**src/rtl/dlfloat_pkg.sv**
```systemverilog
// Shared DLFloat divider definitions: flag positions, FSM state codes,
// encoding helpers and the operand classifier.
package dlfloat_pkg;

   localparam int FLAG_INVALID     = 4;
   localparam int FLAG_INEXACT     = 3;
   localparam int FLAG_OVERFLOW    = 2;
   localparam int FLAG_UNDERFLOW   = 1;
   localparam int FLAG_DIV_BY_ZERO = 0;

   typedef logic [1:0] dlf_state_t;
   localparam dlf_state_t ST_IDLE   = 2'd0;
   localparam dlf_state_t ST_DIVIDE = 2'd1;
   localparam dlf_state_t ST_ROUND  = 2'd2;
   localparam dlf_state_t ST_HOLD   = 2'd3;

   typedef enum logic [1:0] {
      CLS_ZERO = 2'd0,
      CLS_INF  = 2'd1,
      CLS_NAN  = 2'd2,
      CLS_NORM = 2'd3
   } dlf_class_e;

   function automatic int dlf_bias(input int exp_w);
      return (2 ** (exp_w - 1)) - 1;
   endfunction

   // Largest biased exponent of a finite value (all-ones minus one).
   function automatic int dlf_max_exp(input int exp_w);
      return (2 ** exp_w) - 2;
   endfunction

   function automatic int dlf_word_w(input int exp_w, input int frac_w);
      return 1 + exp_w + frac_w;
   endfunction

   // There are no subnormals: exp==0 with a nonzero fraction is still a normal value.
   function automatic dlf_class_e dlf_classify(input logic exp_ones,
                                               input logic exp_zero,
                                               input logic frac_zero);
      if (exp_ones) begin
         return frac_zero ? CLS_INF : CLS_NAN;
      end else if (exp_zero && frac_zero) begin
         return CLS_ZERO;
      end else begin
         return CLS_NORM;
      end
   endfunction

endpackage

```
**src/rtl/dlfloat_mant_div_iter.sv**
```systemverilog
// Radix-2 restoring mantissa divider: one quotient bit per cycle, MSB first.
module dlfloat_mant_div_iter
   import dlfloat_pkg::*;
#(
   parameter int M_W = 10,
   parameter int Q_W = 12
) (
   input  logic           clk,
   input  logic           rst_n,
   input  logic           start,
   input  logic [M_W-1:0] dividend,
   input  logic [M_W-1:0] divisor,
   output logic           done,
   output logic [Q_W-1:0] q,
   output logic [M_W:0]   rem
);

   localparam int CNT_W = $clog2(Q_W);

   logic [M_W:0]   rem_r;
   logic [M_W:0]   div_r;
   logic [Q_W-1:0] q_r;
   logic [CNT_W-1:0] cnt_r;
   logic           busy_r;
   logic [M_W:0]   diff_s;
   logic           ge_s;

   // Trial subtraction of the divisor from the partial remainder.
   always_comb begin
      diff_s = rem_r - div_r;
      ge_s   = (rem_r >= div_r);
   end

   // Both mantissas carry the hidden 1, so rem < 2*divisor and the shift never overflows.
   always_ff @(posedge clk or negedge rst_n) begin
      if (!rst_n) begin
         rem_r  <= '0;
         div_r  <= '0;
         q_r    <= '0;
         cnt_r  <= '0;
         busy_r <= 1'b0;
      end else if (start) begin
         rem_r  <= {1'b0, dividend};
         div_r  <= {1'b0, divisor};
         q_r    <= '0;
         cnt_r  <= CNT_W'(Q_W - 1);
         busy_r <= 1'b1;
      end else if (busy_r) begin
         q_r   <= {q_r[Q_W-2:0], ge_s};
         rem_r <= ge_s ? {diff_s[M_W-1:0], 1'b0} : {rem_r[M_W-1:0], 1'b0};
         if (cnt_r == '0) begin
            busy_r <= 1'b0;
         end else begin
            cnt_r <= cnt_r - CNT_W'(1);
         end
      end else begin
         busy_r <= 1'b0;
      end
   end

   assign done = busy_r & (cnt_r == '0);
   assign q    = q_r;
   assign rem  = rem_r;

endmodule

```
**src/rtl/dlfloat_div_seq.sv**
```systemverilog
// Sequential DLFloat divider with valid/ready handshakes and exception flags.
// Define DLFDIV_RNE_EN for round-to-nearest-even; otherwise the quotient is truncated.
module dlfloat_div_seq
   import dlfloat_pkg::*;
#(
   parameter int EXP_W  = 6,
   parameter int FRAC_W = 9
) (
   input  logic                    clk,
   input  logic                    rst_n,
   input  logic                    in_valid,
   output logic                    in_ready,
   input  logic [EXP_W+FRAC_W:0]   a,
   input  logic [EXP_W+FRAC_W:0]   b,
   output logic                    out_valid,
   input  logic                    out_ready,
   output logic [EXP_W+FRAC_W:0]   result,
   output logic [4:0]              flags
);

   localparam int W   = dlf_word_w(EXP_W, FRAC_W);
   localparam int Q_W = FRAC_W + 3;
   localparam int M_W = FRAC_W + 1;
   localparam int EW  = EXP_W + 2;
   localparam logic signed [EW-1:0] BIAS_C    = EW'(dlf_bias(EXP_W));
   localparam logic signed [EW-1:0] MAX_EXP_C = EW'(dlf_max_exp(EXP_W));

   dlf_state_t            state_r;
   logic                  in_ready_r;
   logic                  out_valid_r;
   logic [W-1:0]          result_r;
   logic [4:0]            flags_r;
   logic                  sign_r;
   logic signed [EW-1:0]  exp_r;

   dlf_class_e            cls_a_s;
   dlf_class_e            cls_b_s;
   logic                  sign_s;
   logic                  accept_s;
   logic                  special_s;
   logic [W-1:0]          spec_res_s;
   logic [4:0]            spec_flg_s;
   logic signed [EW-1:0]  exp_diff_s;

   logic                  div_done_s;
   logic [Q_W-1:0]        q_s;
   logic [M_W:0]          rem_s;

   logic signed [EW-1:0]  e_norm_s;
   logic signed [EW-1:0]  e_rnd_s;
   logic [FRAC_W-1:0]     frac_norm_s;
   logic [FRAC_W-1:0]     frac_rnd_s;
   logic                  guard_s;
   logic                  sticky_s;
   logic [W-1:0]          rnd_res_s;
   logic [4:0]            rnd_flg_s;

   assign cls_a_s = dlf_classify(&a[W-2:FRAC_W], ~|a[W-2:FRAC_W], ~|a[FRAC_W-1:0]);
   assign cls_b_s = dlf_classify(&b[W-2:FRAC_W], ~|b[W-2:FRAC_W], ~|b[FRAC_W-1:0]);
   assign sign_s     = a[W-1] ^ b[W-1];
   assign accept_s   = in_valid & in_ready_r;
   assign exp_diff_s = $signed({2'b00, a[W-2:FRAC_W]}) - $signed({2'b00, b[W-2:FRAC_W]}) + BIAS_C;

   // Special-operand decode, in priority order.
   always_comb begin
      special_s  = 1'b1;
      spec_res_s = '0;
      spec_flg_s = 5'b00000;
      if ((cls_a_s == CLS_NAN) || (cls_b_s == CLS_NAN) ||
          ((cls_a_s == CLS_ZERO) && (cls_b_s == CLS_ZERO)) ||
          ((cls_a_s == CLS_INF) && (cls_b_s == CLS_INF))) begin
         spec_res_s               = {sign_s, {(W-1){1'b1}}};
         spec_flg_s[FLAG_INVALID] = 1'b1;
      end else if ((cls_a_s == CLS_NORM) && (cls_b_s == CLS_ZERO)) begin
         spec_res_s                   = {sign_s, {EXP_W{1'b1}}, {FRAC_W{1'b0}}};
         spec_flg_s[FLAG_DIV_BY_ZERO] = 1'b1;
      end else if (cls_a_s == CLS_INF) begin
         spec_res_s = {sign_s, {EXP_W{1'b1}}, {FRAC_W{1'b0}}};
      end else if ((cls_b_s == CLS_INF) || (cls_a_s == CLS_ZERO)) begin
         spec_res_s = {sign_s, {(W-1){1'b0}}};
      end else begin
         special_s = 1'b0;
      end
   end

   dlfloat_mant_div_iter #(
      .M_W (M_W),
      .Q_W (Q_W)
   ) u_mant_div (
      .clk      (clk),
      .rst_n    (rst_n),
      .start    (accept_s & ~special_s),
      .dividend ({1'b1, a[FRAC_W-1:0]}),
      .divisor  ({1'b1, b[FRAC_W-1:0]}),
      .done     (div_done_s),
      .q        (q_s),
      .rem      (rem_s)
   );

   // Normalise the quotient, round, then range-check the exponent.
   always_comb begin
      if (q_s[Q_W-1]) begin
         e_norm_s    = exp_r;
         frac_norm_s = q_s[Q_W-2:2];
         guard_s     = q_s[1];
         sticky_s    = q_s[0] | (|rem_s);
      end else begin
         e_norm_s    = exp_r - EW'(1);
         frac_norm_s = q_s[Q_W-3:1];
         guard_s     = q_s[0];
         sticky_s    = |rem_s;
      end
`ifdef DLFDIV_RNE_EN
      begin : rne
         logic [FRAC_W:0] sum_s;
         sum_s      = {1'b0, frac_norm_s} + {{FRAC_W{1'b0}}, guard_s & (sticky_s | frac_norm_s[0])};
         frac_rnd_s = sum_s[FRAC_W-1:0];
         e_rnd_s    = e_norm_s + $signed({{(EW-1){1'b0}}, sum_s[FRAC_W]});
      end
`else
      frac_rnd_s = frac_norm_s;
      e_rnd_s    = e_norm_s;
`endif
      rnd_flg_s               = 5'b00000;
      rnd_flg_s[FLAG_INEXACT] = guard_s | sticky_s;
      if (e_rnd_s > MAX_EXP_C) begin
         rnd_res_s                = {sign_r, MAX_EXP_C[EXP_W-1:0], {FRAC_W{1'b1}}};
         rnd_flg_s[FLAG_OVERFLOW] = 1'b1;
         rnd_flg_s[FLAG_INEXACT]  = 1'b1;
      end else if (e_rnd_s[EW-1] || ((e_rnd_s == '0) && (frac_rnd_s == '0))) begin
         rnd_res_s                 = {sign_r, {(W-1){1'b0}}};
         rnd_flg_s[FLAG_UNDERFLOW] = 1'b1;
         rnd_flg_s[FLAG_INEXACT]   = 1'b1;
      end else begin
         rnd_res_s = {sign_r, e_rnd_s[EXP_W-1:0], frac_rnd_s};
      end
   end

   // Control FSM and registered outputs.
   always_ff @(posedge clk or negedge rst_n) begin
      if (!rst_n) begin
         state_r     <= ST_IDLE;
         in_ready_r  <= 1'b0;
         out_valid_r <= 1'b0;
         result_r    <= '0;
         flags_r     <= 5'b00000;
         sign_r      <= 1'b0;
         exp_r       <= '0;
      end else begin
         case (state_r)
            ST_IDLE: begin
               if (accept_s) begin
                  sign_r     <= sign_s;
                  exp_r      <= exp_diff_s;
                  in_ready_r <= 1'b0;
                  if (special_s) begin
                     result_r    <= spec_res_s;
                     flags_r     <= spec_flg_s;
                     out_valid_r <= 1'b1;
                     state_r     <= ST_HOLD;
                  end else begin
                     state_r <= ST_DIVIDE;
                  end
               end else begin
                  in_ready_r <= 1'b1;
               end
            end
            ST_DIVIDE: begin
               if (div_done_s) begin
                  state_r <= ST_ROUND;
               end else begin
                  state_r <= ST_DIVIDE;
               end
            end
            ST_ROUND: begin
               result_r    <= rnd_res_s;
               flags_r     <= rnd_flg_s;
               out_valid_r <= 1'b1;
               state_r     <= ST_HOLD;
            end
            ST_HOLD: begin
               if (out_ready) begin
                  out_valid_r <= 1'b0;
                  in_ready_r  <= 1'b1;
                  state_r     <= ST_IDLE;
               end else begin
                  state_r <= ST_HOLD;
               end
            end
            default: begin
               state_r     <= ST_IDLE;
               in_ready_r  <= 1'b1;
               out_valid_r <= 1'b0;
            end
         endcase
      end
   end

   assign in_ready  = in_ready_r;
   assign out_valid = out_valid_r;
   assign result    = result_r;
   assign flags     = flags_r;

endmodule
```
**config.mk**
```make
export PLATFORM = sky130hd
export DESIGN_NAME = dlfloat_div_seq
export DESIGN_NICKNAME = d
export VERILOG_FILES = /design/src/rtl/dlfloat_pkg.sv /design/src/rtl/dlfloat_mant_div_iter.sv /design/src/rtl/dlfloat_div_seq.sv
export SDC_FILE = /design/constraint.sdc
export NUM_CORES = 1
export LEC_CHECK = 0
export ABC_CLOCK_PERIOD_IN_PS = 8200
export CAP_MARGIN = 20
export CORE_ASPECT_RATIO = 1.75
export CORE_MARGIN = 8
export CORE_UTILIZATION = 35
export DETAILED_ROUTE_END_ITERATION = 8
export PLACE_DENSITY = 0.53
export SYNTH_ARGS = -nofsm -noshare
export SYNTH_HDL_FRONTEND = slang
export SYNTH_SLANG_ARGS = --single-unit
```
**constraint.sdc**
```tcl
create_clock -name clk -period 8.2 [get_ports clk]
set_input_delay 1.64 -clock clk [delete_from_list [all_inputs] [get_ports clk]]
set_output_delay 1.64 -clock clk [all_outputs]
set_load 0.05 [all_outputs]
```
==> parameters.txt, run 1 <==
Parameter                              Value

Place
  HPWL after detailed placement ... 9869 um
  Area post-placement ... 0.005275 mm^2
  Count of buffers from port buffering ... 58
  Final estimated routing congestion in global placement ... 0.8459

Setup path
  CP endpoint kind ... flop
  Path length in cells of the critical path ... 7
  CP delay by family, top ... simple AND/OR/NAND/NOR gates
  Max FO, Critical Path ... 16
  CP Data Arrival Time ... 4.21 ns
  Critical path, cell by cell ... clkdlybuf4s50_1 > nor4_1 > and3_1 > a31o_1 > o21a_1 > or2_1 > o221a_1
  Crit-path max cell delay ... 0.53 ns
  Required time of the critical path ... 8.47 ns
  Kind of start point of the critical path ... primary input
  Register-to-Register Path Depth ... 8
  Kind of critical path ... in -> reg
  Slowest cell on the critical path ... sky130_fd_sc_hd__nor4_1
  Total buffers and inverters traversed by the critical path ... 1

Yosys
  Synth Area per Inst ... 9.061 um^2
  Share of flip-flops with an asynchronous set or reset after synthesis ... 100.0%
  Post-synth EDFFs ... 0
  Syn nets ... 561
  Part of the Yosys area used for sequential elements ... 39.45%
  Post-synth top flop ... sky130_fd_sc_hd__dfrtp_1
  #FFs+latches synth ... 72
  Area of the mapped netlist ... 0.004567 mm^2
  Cells after Synth ... 504
  Yosys warning total ... 0
  Number of distinct library cells after synthesis ... 69

Clocking
  Number of buffers added by the clock tree synthesis step ... 9
  Post-CTS Setup Bufs ... 0
  Clock transition time at the flip-flop clock pins of the worst setup and hold paths ... 0.06 ns
  TritonCTS clock tree ... yes
  Total of cells resized after clock tree synthesis ... 0
  Clock root cell ... sky130_fd_sc_hd__clkbuf_16
  Htree depth ... 3
  Max clock buf depth ... 2
  Num Clock Sinks ... 72
  Number of hold-repair buffers added at the cts stage ... 0
  Clock Latency Late Sink ... 0.34 ns

Hold path
  Hold Crit Class ... reg -> reg
  Cell count of the worst hold path ... 2

STA
  Fmax ... 0.2543 GHz
  Portion of the clock cycle consumed by the worst path in the final layout ... 47.96%
  Count of pins over their slew limit ... 0
  Setup-violating endpoint count in the final report ... 0
  Min cycle time layout ... 3.933 ns
  Max-Slew Margin vs Limit ... 36.51%
  Largest clock skew in the final design ... 0.006355 ns
  Final hold violations ... 0
  Hold Worst Slack ... 0.4501 ns
  Setup TNS ... 0 ns
  Transition time at the pin with the least slew margin ... 0.9523 ns
  Unrepaired setup endpoints after global routing ... false

Route
  Number of violations reported at the end of detailed-routing iteration 0 ... 182
  Drt wl/cell ... 17.61 um
  Antenna Nets Post-Route ... 0
  Per-cell via count in the routed design ... 5.466
  Remaining DRCs ... 0
  Detailed Routing Iterations Pass 1 ... 6
  Total vias in the final route ... 3985
  Routed wire length ... 12840 um

Cells and area
  Net count, final ... 610
  Fin area ... 0.005589 mm^2
  Area growth from synthesis to final layout ... 22.38%
  Number of antenna diodes ... 0
  Layout cells sized above 1 ... 6.989%

GRT
  Via count of the first global-routing pass ... 4122
  GR Overflow Total ... 0
  Busiest layer in global routing ... met2
  Largest net degree at the start of global routing ... 73
  Global routing usage on met2 ... 28.15%
  First-pass GRT wire length ... 20690 um
  Met3 usage ... 2.699%
  Initial antenna violation count ... 0
  Aggregate global-route resource usage ... 15.57%
  Met1 Track Usage GR ... 16.15%

Floorplan
  Starting density of the core ... 35.49%
  Full die area ... 0.01710 mm^2
  Height of the die ... 167.1 um
  Overall die width ... 102.4 um
  I/O pin cnt ... 59
  Row cnt ... 55
  CORE AREA ... 0.01287 mm^2

Run status
  Result of the run ... completed

Power and ir drop
  Static leakage ... 2.364 nW
  Power density over the cells ... 391.2 mW/mm^2
  Overall power after layout ... 0.002186 W
  Worst vdd ir ... 0.0001712 V

Flow run
  Number of violations of the max-capacitance limit ... 0
cells in the final DEF, fill, tap and decap left out, types with 2 or more instances in the layout:
cell	n
sky130_fd_sc_hd__a21oi_1	17
sky130_fd_sc_hd__nand2_1	59
sky130_fd_sc_hd__and3_1	4
sky130_fd_sc_hd__o41ai_1	3
sky130_fd_sc_hd__o221ai_1	3
sky130_fd_sc_hd__nand2b_1	2
sky130_fd_sc_hd__a211oi_1	8
sky130_fd_sc_hd__inv_6	2
sky130_fd_sc_hd__fa_1	2
sky130_fd_sc_hd__o311a_1	3
sky130_fd_sc_hd__o21ai_0	29
sky130_fd_sc_hd__o21bai_1	2
sky130_fd_sc_hd__inv_1	29
sky130_fd_sc_hd__nor2_1	53
sky130_fd_sc_hd__clkbuf_16	9
sky130_fd_sc_hd__clkdlybuf4s50_1	57
sky130_fd_sc_hd__nand3_1	9
sky130_fd_sc_hd__o22a_1	6
sky130_fd_sc_hd__xor2_1	7
sky130_fd_sc_hd__o211ai_1	3
sky130_fd_sc_hd__o221a_1	9
sky130_fd_sc_hd__o31ai_1	10
sky130_fd_sc_hd__or2_2	3
sky130_fd_sc_hd__ha_1	19
sky130_fd_sc_hd__buf_4	3
sky130_fd_sc_hd__nand4_1	6
sky130_fd_sc_hd__o21a_1	5
sky130_fd_sc_hd__nor2b_1	7
sky130_fd_sc_hd__a21o_1	4
sky130_fd_sc_hd__nor4_1	11
sky130_fd_sc_hd__nor3b_1	3
sky130_fd_sc_hd__a31oi_1	3
sky130_fd_sc_hd__mux2_2	3
sky130_fd_sc_hd__or4_1	3
sky130_fd_sc_hd__nor3_1	13
sky130_fd_sc_hd__mux2i_1	24
sky130_fd_sc_hd__or3_1	5
sky130_fd_sc_hd__dfrtp_1	72
sky130_fd_sc_hd__xnor2_1	12
layer usage:
layer / vias up / part of all wire (%)
met5: - / 0
met3: 39 / 3.7
met4: 0 / 4.2
met2: 106 / 54
met1: 1903 / 38
li1: 1937 / -
registers in the layout (all words and copies together), names as in the netlist:
name,flops
result,16
u_mant_div.q,12
u_mant_div.rem,11
u_mant_div.div_r,10
exp_r,8
flags,5
u_mant_div.cnt_r,4
state_r,2
in_ready,1
out_valid,1
sign_r,1
u_mant_div.busy_r,1
Yosys cell counts (11+ instances only):
master                      n  area [um^2]
sky130_fd_sc_hd__nor2_1    53        198.9
sky130_fd_sc_hd__clkbuf_1  13        48.80
sky130_fd_sc_hd__inv_1     29        108.9
sky130_fd_sc_hd__nand2_1   59        221.5
sky130_fd_sc_hd__ha_1      19        237.7
sky130_fd_sc_hd__a21oi_1   17        85.08
sky130_fd_sc_hd__nor4_1    11        68.82
sky130_fd_sc_hd__o21ai_0   29        145.1
sky130_fd_sc_hd__dfrtp_1   72         1802
sky130_fd_sc_hd__xnor2_1   12        105.1
sky130_fd_sc_hd__nor3_1    14        70.07
sky130_fd_sc_hd__mux2i_1   24        240.2
stage by stage:
stage / util, % / instances / worst slack (ns)
2_1_floorplan: - / 504 / 4.826
3_3_place_gp: 40.99 / 713 / 4.032
3_5_place_dp: 40.99 / 713 / 3.949
4_1_cts: 43.43 / 729 / 4.283
5_1_grt: 43.43 / 729 / 4.067
6_report: 43.43 / 729 / 4.267
final cells by class:
cell class                      instances  area, um^2
Multi-Input combinational cell        380        2552
Tap cell                              171       214.0
Clock buffer                           10       239.0
Inverter                               29       108.9
Clock inverter                          6       75.07
Sequential cell                        72        1802
Fill cell                            1266        7279
Timing Repair Buffer                   61       598.1
path summary, 6_finish.rpt:
path	endpoint	start	slack [ns]
max	result[8]$_DFFE_PN0P_	b[2]	4.27
min	u_mant_div.div_r[9]$_DFFE_PN0P_	u_mant_div.div_r[9]$_DFFE_PN0P_	0.45
max reg2reg	result[8]$_DFFE_PN0P_	exp_r[0]$_DFFE_PN0P_	5.05
min reg2reg	u_mant_div.div_r[9]$_DFFE_PN0P_	u_mant_div.div_r[9]$_DFFE_PN0P_	0.45
max in group asynchronous	exp_r[1]$_DFFE_PN0P_	rst_n	6.06
min in group asynchronous	result[4]$_DFFE_PN0P_	rst_n	1.52
cell families (layout without fill, tap and decap cells):
kind of cell	after synthesis	after routing	share of synthesized area, %
xor+xnor	19	19	3.644
buf+inv	52	106	4.767
simple gates	190	190	20.22
mux	27	27	6.000
compound gates	123	123	19.84
flops	72	72	39.45
fa+ha+maj	21	21	6.082
where the power goes:
part	internal (W)	switching, W	total (W)
logic	0.000469	0.000659	0.00113
clock network	0.000249	0.000168	0.000417
registers	0.000493	0.000149	0.000642
worst register-to-register path, cell delays in order, from the launching register on:
cell and delay (ns):
sky130_fd_sc_hd__dfrtp_1 0.51, sky130_fd_sc_hd__inv_1 0.16, sky130_fd_sc_hd__ha_1 0.31, sky130_fd_sc_hd__nor4b_1 0.35, sky130_fd_sc_hd__xor2_1 0.19, sky130_fd_sc_hd__or4_1 0.58, sky130_fd_sc_hd__o211ai_2 0.56, sky130_fd_sc_hd__nor2_1 0.12
sky130_fd_sc_hd__o221a_1 0.26
No activity file was read; power rests on OpenSTA's default activity.
==> run 2: changes to the inputs <==
--- a/config.mk
+++ b/config.mk
@@ -5,13 +5,13 @@
 export SDC_FILE = /design/constraint.sdc
 export NUM_CORES = 1
 export LEC_CHECK = 0
-export ABC_CLOCK_PERIOD_IN_PS = 8200
+export ABC_CLOCK_PERIOD_IN_PS = 3160
 export CAP_MARGIN = 20
 export CORE_ASPECT_RATIO = 1.75
 export CORE_MARGIN = 8
 export CORE_UTILIZATION = 35
 export DETAILED_ROUTE_END_ITERATION = 8
-export PLACE_DENSITY = 0.53
+export PLACE_DENSITY = 0.55
 export SYNTH_ARGS = -nofsm -noshare
 export SYNTH_HDL_FRONTEND = slang
 export SYNTH_SLANG_ARGS = --single-unit
==> constraint.sdc (replaced) <==
create_clock -name clk -period 3.16 [get_ports clk]
set_input_delay 0.632 -clock clk [delete_from_list [all_inputs] [get_ports clk]]
set_output_delay 0.632 -clock clk [all_outputs]
set_load 0.05 [all_outputs]
==> run 2 against run 1 <==
  * Critical path depth unchanged
  * Power increased to 2.6 times the previous value
  * First-iteration DRC count decreased by 31%
  * Die area did not move
  * Setup slack worse by 3.9 ns
  * Non-clock buffer count up 18
  * Wire length shrank 1.2%
==> parameters.txt, run 2 (synthesized netlist as in run 1, its figures left out) <==
Parameter                              Value

Run status
  Result of the run ... completed (unchanged)

Setup path
  Required time of the critical path ... 3.40 ns (was 8.47 ns)
  CP Data Arrival Time ... 3.08 ns (was 4.21 ns)
  Kind of start point of the critical path ... flop (was primary input)
  Slowest cell on the critical path ... sky130_fd_sc_hd__a21boi_1 (was sky130_fd_sc_hd__nor4_1)
  CP delay by family, top ... compound AO/OA/AOI/OAI gates (was simple AND/OR/NAND/NOR gates)
  Total buffers and inverters traversed by the critical path ... 0 (was 1)
  CP endpoint kind ... flop (unchanged)
  Max FO, Critical Path ... 6 (was 16)
  FF-to-FF Start ... u_mant_div.rem[1]$_DFFE_PN0P_ (was exp_r[0]$_DFFE_PN0P_)
  Destination of the worst register-to-register timing path ... u_mant_div.rem[2]$_DFFE_PN0P_ (was result[8]$_DFFE_PN0P_)
  Register-to-register path setup slack ... 0.32 ns (was 5.05 ns)
  Register-to-Register Path Depth ... 7 (was 8)
  Critical path, cell by cell ... ha_1 > nor2b_1 > o31ai_1 > a2bb2oi_1 > a21boi_1 > mux2_2 > o221ai_1 (was clkdlybuf4s50_1 > nor4_1 > and3_1 > a31o_1 > o21a_1 > or2_1 > o221a_1)
  Crit-path max cell delay ... 0.56 ns (was 0.53 ns)
  Kind of critical path ... reg -> reg (was in -> reg)

Place
  HPWL after detailed placement ... 10050 um (was 9869 um)
  Pre-CTS setup slack ... 0.01674 ns (was 3.949 ns)
  Final estimated routing congestion in global placement ... 0.8806 (was 0.8459)
  Count of buffers from port buffering ... 58 (unchanged)

Cells and area
  Area growth from synthesis to final layout ... 25.95% (was 22.38%)
  Number of antenna diodes ... 0 (unchanged)
  Net count, final ... 628 (was 610)
  Number of flip-flops in the largest register ... 16 (unchanged)
  Leading cell types in the layout, fill and taps excluded ... 72 x sky130_fd_sc_hd__dfrtp_1, 59 x sky130_fd_sc_hd__nand2_1, 57 x sky130_fd_sc_hd__clkdlybuf4s50_1, 53 x sky130_fd_sc_hd__nor2_1 (unchanged)
  Layout cells sized above 1 ... 9.896% (was 6.989%)
  Most frequent standard cell in the layout excluding fill and tap cells ... sky130_fd_sc_hd__dfrtp_1 (unchanged)

Clocking
  Number of hold-repair buffers added at the cts stage ... 0 (unchanged)
  Max clock buf depth ... 2 (unchanged)
  Htree depth ... 3 (unchanged)
  Clock transition time at the flip-flop clock pins of the worst setup and hold paths ... 0.06 ns (about the same)
  Clock Latency Late Sink ... 0.34 ns (about the same)
  Num Clock Sinks ... 72 (unchanged)
  Total of cells resized after clock tree synthesis ... 0 (unchanged)
  Clock root cell ... sky130_fd_sc_hd__clkbuf_16 (unchanged)
  Number of buffers added by the clock tree synthesis step ... 9 (unchanged)
  TritonCTS clock tree ... yes (unchanged)
  Post-CTS Setup Bufs ... 0 (unchanged)

Route
  Per-cell via count in the routed design ... 5.372 (was 5.466)
  Drt wl/cell ... 16.98 um (was 17.61 um)
  Total vias in the final route ... 4013 (was 3985)
  Detailed Routing Iterations Pass 1 ... 5 (was 6)
  Number of violations reported at the end of detailed-routing iteration 0 ... 126 (was 182)
  Routed wire length ... 12690 um (was 12840 um)
  Antenna Nets Post-Route ... 0 (unchanged)
  Remaining DRCs ... 0 (unchanged)

Flow run
  Number of violations of the max-capacitance limit ... 0 (unchanged)

Hold path
  Hold Crit Class ... in -> async (was reg -> reg)

GRT
  Largest net degree at the start of global routing ... 29 (was 73)
  Initial antenna violation count ... 0 (unchanged)
  First-pass GRT wire length ... 20730 um (was 20690 um)
  Aggregate global-route resource usage ... 15.57% (about the same)
  GR Overflow Total ... 0 (unchanged)
  Via count of the first global-routing pass ... 4211 (was 4122)

STA
  Portion of the clock cycle consumed by the worst path in the final layout ... 89.86%
  Count of pins over their slew limit ... 0 (unchanged)
  Fmax ... 0.3522 GHz
  Final hold violations ... 0 (unchanged)
  Largest clock skew in the final design ... 0.008273 ns (was 0.006355 ns)
  Max-Slew Margin vs Limit ... 41.53% (was 36.51%)
  Smallest setup slack after layout ... 0.3205 ns (was 4.267 ns)
  Setup-violating endpoint count in the final report ... 0 (unchanged)
  Unrepaired setup endpoints after global routing ... false (unchanged)
  Transition time at the pin with the least slew margin ... 0.8723 ns (was 0.9523 ns)
  Setup TNS ... 0 ns (unchanged)
  Min cycle time layout ... 2.840 ns

Floorplan
  Row cnt ... 55 (unchanged)
  Starting density of the core ... 35.49% (unchanged)
  CORE AREA ... 0.01287 mm^2 (unchanged)
  Full die area ... 0.01710 mm^2 (unchanged)
  Height of the die ... 167.1 um (unchanged)
  Overall die width ... 102.4 um (unchanged)
  I/O pin cnt ... 59 (unchanged)

Power and ir drop
  Static leakage ... 2.466 nW (was 2.364 nW)
  Power density over the cells ... 999.1 mW/mm^2 (was 391.2 mW/mm^2)
  Worst vdd ir ... 0.0003918 V (was 0.0001712 V)
run 2: changes by cell type in the layout (fill, tap and decap cells not counted), sizes merged:
cell and change:
bufinv +1, buf +18, clkinv +2, clkinvlp -1, clkbuf -1, inv -1
run 2: how the worst max path moves through the flow:
stage	start	end	slack, ns	cells past startpoint
6_report	u_mant_div.rem[1]$_DFFE_PN0P_	u_mant_div.rem[2]$_DFFE_PN0P_	0.32	7
5_1_grt	u_mant_div.rem[1]$_DFFE_PN0P_	u_mant_div.rem[2]$_DFFE_PN0P_	0.11	7
4_1_cts	u_mant_div.rem[1]$_DFFE_PN0P_	u_mant_div.rem[2]$_DFFE_PN0P_	0.32	7
3_5_place_dp	a[9]	result[11]$_DFFE_PN0P_	0.02	7
3_3_place_gp	a[9]	result[14]$_DFFE_PN0P_	0.07	7
2_1_floorplan	exp_r[0]$_DFFE_PN0P_	result[4]$_DFFE_PN0P_	0.58	10
run 2: area by class of cell:
cell class / instances / area (um^2)
clock buffers: 9 / 225.2
inverters: 29 / 108.9
multi-input cells: 380 / 2552
clock inverters: 7 / 103.9
flip-flops and latches: 72 / 1802
repair buffers: 79 / 745.7
well taps: 171 / 214.0
fillers: 1285 / 7117
run 2: worst register-to-register path: stages (launching register included):
cell and delay [ns]:
sky130_fd_sc_hd__dfrtp_1 0.44, sky130_fd_sc_hd__ha_1 0.34, sky130_fd_sc_hd__nor2b_1 0.15, sky130_fd_sc_hd__o31ai_1 0.40, sky130_fd_sc_hd__a2bb2oi_1 0.26, sky130_fd_sc_hd__a21boi_1 0.56, sky130_fd_sc_hd__mux2_2 0.41, sky130_fd_sc_hd__o221ai_1 0.19
run 2: where the power goes:
group	internal (W)	switching, W	leakage, nW
Clock	0.000701	0.000429	0.161
Combinational	0.00125	0.00174	1.42
Sequential	0.00128	0.000350	0.888
run 2: layer usage:
layer	global-route usage [%]	routed length [um]	vias up
met5	0	0	-
met4	10.35	590	0
met3	2.658	476	35
met2	27.63	6875	111
met1	16.00	4743	1900
li1	-	-	1967
run 2: through the flow:
step	utilization, %	total power, W	cells	hold slack, ns	cell area (um^2)
after floorplan	-	0.003734	504	0.3364	4567
after global placement	42.14	0.004587	731	0.4441	5423
after detailed placement	42.14	0.004637	731	0.4444	5423
after CTS	44.70	0.005795	747	0.3018	5752
after global routing	44.70	0.006126	747	0.3269	5752
final	44.70	0.005747	747	0.2977	5752
